<file path="config.mk">
export PLATFORM = sky130hd
export DESIGN_NAME = counter_monitor
export DESIGN_NICKNAME = d
export VERILOG_FILES = /design/src/rtl/counter_monitor.sv
export SDC_FILE = /design/constraint.sdc
export NUM_CORES = 1
export LEC_CHECK = 0
export BUFFER_PORTS_ARGS = -buffer_cell sky130_fd_sc_hd__buf_2
export CELL_PAD_IN_SITES_DETAIL_PLACEMENT = 2
export CELL_PAD_IN_SITES_GLOBAL_PLACEMENT = 2
export CORE_MARGIN = 2
export CORE_UTILIZATION = 35
export DETAILED_ROUTE_END_ITERATION = 10
export PLACE_DENSITY = 0.91
export SLEW_MARGIN = 10
export SYNTH_ARGS = -nofsm -noshare
export SYNTH_HDL_FRONTEND = slang
export SYNTH_SLANG_ARGS = --single-unit
</file>
<file path="constraint.sdc">
create_clock -name clk -period 4.4 [get_ports clk]
set_input_delay 0.22 -clock clk [delete_from_list [all_inputs] [get_ports clk]]
set_output_delay 0.22 -clock clk [all_outputs]
set_load 0.005 [all_outputs]
</file>
<file path="src/rtl/counter_monitor.sv">
// Receive-side checker for an up/down counter stream: classifies each sampled
// step as hold/up/down/bad (mod 2^WIDTH), locks on a consistent run, and counts violations.
module counter_monitor #(
  parameter int WIDTH     = 8,
  parameter int ERR_CNT_W = 8,
  parameter int LOCK_LEN  = 2
) (
  input  logic                 clk,
  input  logic                 rst,
  input  logic                 sample_valid,
  input  logic [WIDTH-1:0]     count_in,
  input  logic                 clear_err,
  output logic                 locked,
  output logic                 dir,
  output logic                 moving,
  output logic                 err,
  output logic [ERR_CNT_W-1:0] err_count,
  output logic [WIDTH-1:0]     last_value
);

  typedef enum logic [1:0] {S_EMPTY, S_SYNC, S_LOCKED} state_e;

  localparam int RUN_W = (LOCK_LEN < 2) ? 1 : $clog2(LOCK_LEN + 1);
  localparam logic [RUN_W-1:0] LOCK_RUN = RUN_W'(LOCK_LEN);

  function automatic logic [ERR_CNT_W-1:0] sat_inc(input logic [ERR_CNT_W-1:0] v);
    return (&v) ? v : v + 1'b1;
  endfunction

  state_e               state_q, state_d;
  logic [RUN_W-1:0]     run_q, run_d;
  logic                 locked_q, locked_d;
  logic                 dir_q, dir_d;
  logic                 moving_q, moving_d;
  logic                 err_q, err_d;
  logic [ERR_CNT_W-1:0] cnt_q, cnt_d;
  logic [WIDTH-1:0]     last_q, last_d;

  logic [WIDTH-1:0] up_val, down_val;
  logic             is_hold, is_up, is_down, is_bad;

  assign up_val   = last_q + WIDTH'(1);
  assign down_val = last_q - WIDTH'(1);
  assign is_hold  = (count_in == last_q);
  assign is_up    = (count_in == up_val);
  assign is_down  = (count_in == down_val);
  assign is_bad   = !(is_hold || is_up || is_down);

  always_comb begin
    state_d  = state_q;
    run_d    = run_q;
    locked_d = locked_q;
    dir_d    = dir_q;
    moving_d = moving_q;
    err_d    = err_q;
    cnt_d    = cnt_q;
    last_d   = last_q;

    if (clear_err) begin
      err_d = 1'b0;
      cnt_d = '0;
    end

    if (sample_valid) begin
      last_d = count_in;
      case (state_q)
        S_EMPTY: begin
          run_d   = '0;
          state_d = S_SYNC;
        end
        S_SYNC: begin
          if (is_bad) begin
            run_d = '0;
          end else begin
            run_d    = run_q + 1'b1;
            moving_d = !is_hold;
            if (is_up)   dir_d = 1'b1;
            if (is_down) dir_d = 1'b0;
            if (run_d >= LOCK_RUN) begin
              state_d  = S_LOCKED;
              locked_d = 1'b1;
            end
          end
        end
        S_LOCKED: begin
          if (is_bad) begin
            // A violation outranks a same-cycle clear: the count restarts at one.
            err_d    = 1'b1;
            cnt_d    = sat_inc(clear_err ? '0 : cnt_q);
            locked_d = 1'b0;
            moving_d = 1'b0;
            run_d    = '0;
            state_d  = S_SYNC;
          end else begin
            moving_d = !is_hold;
            if (is_up)   dir_d = 1'b1;
            if (is_down) dir_d = 1'b0;
          end
        end
        default: state_d = S_EMPTY;
      endcase
    end
  end

  always_ff @(posedge clk) begin
    if (rst) begin
      state_q  <= S_EMPTY;
      run_q    <= '0;
      locked_q <= 1'b0;
      dir_q    <= 1'b0;
      moving_q <= 1'b0;
      err_q    <= 1'b0;
      cnt_q    <= '0;
      last_q   <= '0;
    end else begin
      state_q  <= state_d;
      run_q    <= run_d;
      locked_q <= locked_d;
      dir_q    <= dir_d;
      moving_q <= moving_d;
      err_q    <= err_d;
      cnt_q    <= cnt_d;
      last_q   <= last_d;
    end
  end

  assign locked     = locked_q;
  assign dir        = dir_q;
  assign moving     = moving_q;
  assign err        = err_q;
  assign err_count  = cnt_q;
  assign last_value = last_q;

endmodule

</file>
==> results.cfg <==
[timing]
report.final.hold_viol_count = 0
rsz0062_at_grt = no
fmax_mhz = 331
setup_viol = 0
finalWorstSetupSlack_ns = 1.38
slew_headroom = 0.607
worstMarginPinSlew_ns = 0.589
final_max_slew_viol_count = 0
finClkSkew_ns = 0.00936
period_share = 0.686
fin_setup_tns_ns = 0
min_period_ns = 3.02

[worst_setup_path]
ff2ff_setup_slack_ns = 1.38
critical_path_arrival_ns = 3.20
path_max_fanout = 10
r2r-start = last_value[0]
worstPathRequired_ns = 4.58
criticalPathCategory = reg2reg
reg2reg_depth = 9
reg2reg_to = state_q[0]
start_kind = flip-flop
endpoint_kind = flip-flop

[finish]
final_cell_area_um2 = 2050
final_common_cell = buf_2
drive_gt1_frac = 0.176
syn_to_final_growth_pct = 10.2
fin_nets = 264
final_cell_mix = 31 x buf_2, 24 x dfxtp_1, 20 x nor2_1
diodes = 0
finalNonFillerCells = 314

[cts]
ctsRootBufferMaster = clkbuf_8
cts_tree = built
clk_latency_ns = 0.28
hold_buffers = 0
cts_buffers = 3
h-tree-depth = 1
cts.clk_slew.worst_paths_ns = 0.10
cts_resized = 0
clockBufferDepth = 2
cts.sinks = 24
cts_setup_buffers = 0

[routing]
wl_per_cell_um = 17.2
drt_iter0_drc = 58
drt_wl_total_um = 5410
dr.pass1.iters = 4
vias = 1739
final_antenna_net_count = 0
vias_per_cell = 5.54
drcViolationCount = 0

[hold_path]
hold_path_depth = 3
min_to = last_value[0]
worst_hold_path_type = in2reg
hp-start = count_in[0]

[synth]
synth_nets = 245
syn_inst = 226
ys_ff_latch = 24
synth_edf_count = 0
ys_seq_area_frac = 0.258
synth.distinct_cells = 50
syn_area_um2 = 1860
syn_area_per_cell_um2 = 8.23
async_flop_share = 0
ys_warn_count = 0
synthFlopType = dfxtp_1

[power_and_ir_drop]
p_per_area_nw_per_um2 = 268
power.internal_w = 0.000391
p_switching_w = 0.000159
vdd_drop_max_mv = 0.157
switching_share = 0.289
pwr-share-clk = 0.367
power.share.combinational = 0.202
power.leakage_nw = 0.787
p_seq_frac = 0.431

[global_routing]
grt_max_degree = 26
grt_pass1_wl_um = 9250
antenna_found_initial = 0
grt_pass1_vias = 1842
grt_usage = 0.193
grt_overflow_total = 0

[job]
cap_violations = 0

[die]
die_area_um2 = 5910
start_util = 0.364
fp.dieH_um = 76.9
core_um2 = 5110
row_count = 26
io_pins = 32
die_width_um = 76.9

[place]
dpl.hpwl_um = 4080
place_congestion = 0.795
dp_slack_ns = 1.40
io_buffer_count = 31
placed_area_um2 = 1980
dp_cells = 310

[outcome]
status = complete, no violations
[power groups by stage]
stage,clock (W),combinational (W),sequential [W]
after global placement,0,0.000105,0.000242
after floorplan,0,0.0000906,0.000235
after detailed placement,0,0.000111,0.000242
final,0.000202,0.000111,0.000237
after CTS,0.000208,0.000112,0.000237
after global routing,0.000217,0.000122,0.000239
[state kept, by name (all words and copies together) (netlist names)]
signal,flops
last_value,8
state_q,2
err,1
locked,1
err_count,8
moving,1
run_q,2
dir,1
[metal layers]
metal / track usage / routed length, um
met5: 0 / 0
met4: 0.0545 / 69
met3: 0.0306 / 195
met2: 0.354 / 2740
met1: 0.229 / 2410
[cell usage after synthesis (all sizes together) (4+ instances only)]
master	n	area [um2]
inv	16	60.1
nand2b	4	25.0
nor2	20	75.1
nor2b	5	31.3
nor4	8	65.1
xor2	6	52.6
mux2i	8	80.1
a31oi	4	31.3
o21ai	10	53.8
xnor2	14	141
o211ai	4	30.0
ha	7	87.6
nand2	13	48.8
clkbuf	7	56.3
nand3	11	55.1
a21oi	15	75.1
dfxtp	24	480
buf	10	68.8
nor3	5	25.0
[metrics by stage]
| step | util | total power (W) | hold WS, ns |
|---|---|---|---|
| 3_3_place_gp | 0.387 | 0.000347 | 0.446 |
| 6_report | 0.401 | 0.000550 | 0.207 |
| 5_1_grt | 0.401 | 0.000578 | 0.231 |
| 4_1_cts | 0.401 | 0.000558 | 0.202 |
| 3_5_place_dp | 0.387 | 0.000353 | 0.460 |
| 2_1_floorplan | - | 0.000326 | 0.368 |
[worst max path at each step]
stage	from	endpoint	depth (start not counted)
CTS	last_value[0]	state_q[0]	9
floorplan	last_value[0]	state_q[0]	10
global route	last_value[0]	state_q[0]	9
global placement	last_value[0]	state_q[0]	9
detailed placement	last_value[0]	state_q[0]	9
finish	last_value[0]	state_q[0]	9
[critical path: stages, from the launching register on]
cell      delay [ns]
dfxtp_1         0.53
ha_1            0.34
inv_1           0.10
or3_1           0.31
a311oi_1        0.26
o211ai_1        0.14
or3_1           0.52
a31o_1          0.27
o211ai_1        0.10
mux2_1          0.33
[cells by family after synthesis]
logic type      after synthesis  synth area share
compound gates               51             0.197
xor+xnor                     20             0.104
fa+ha+maj                     7            0.0471
buf+inv                      33            0.0996
flops                        24             0.258
mux                           9            0.0491
simple gates                 82             0.245
[layout make-up]
cell class,count,area [um2]
fill,613,3060
multi-input combinational,169,1190
sequential,24,480
timing repair buffer,31,155
tap,70,87.6
inverter,16,60.1
clock buffer,3,41.3
clock inverter,1,30.0
No activity file was read; power rests on OpenSTA's default activity.
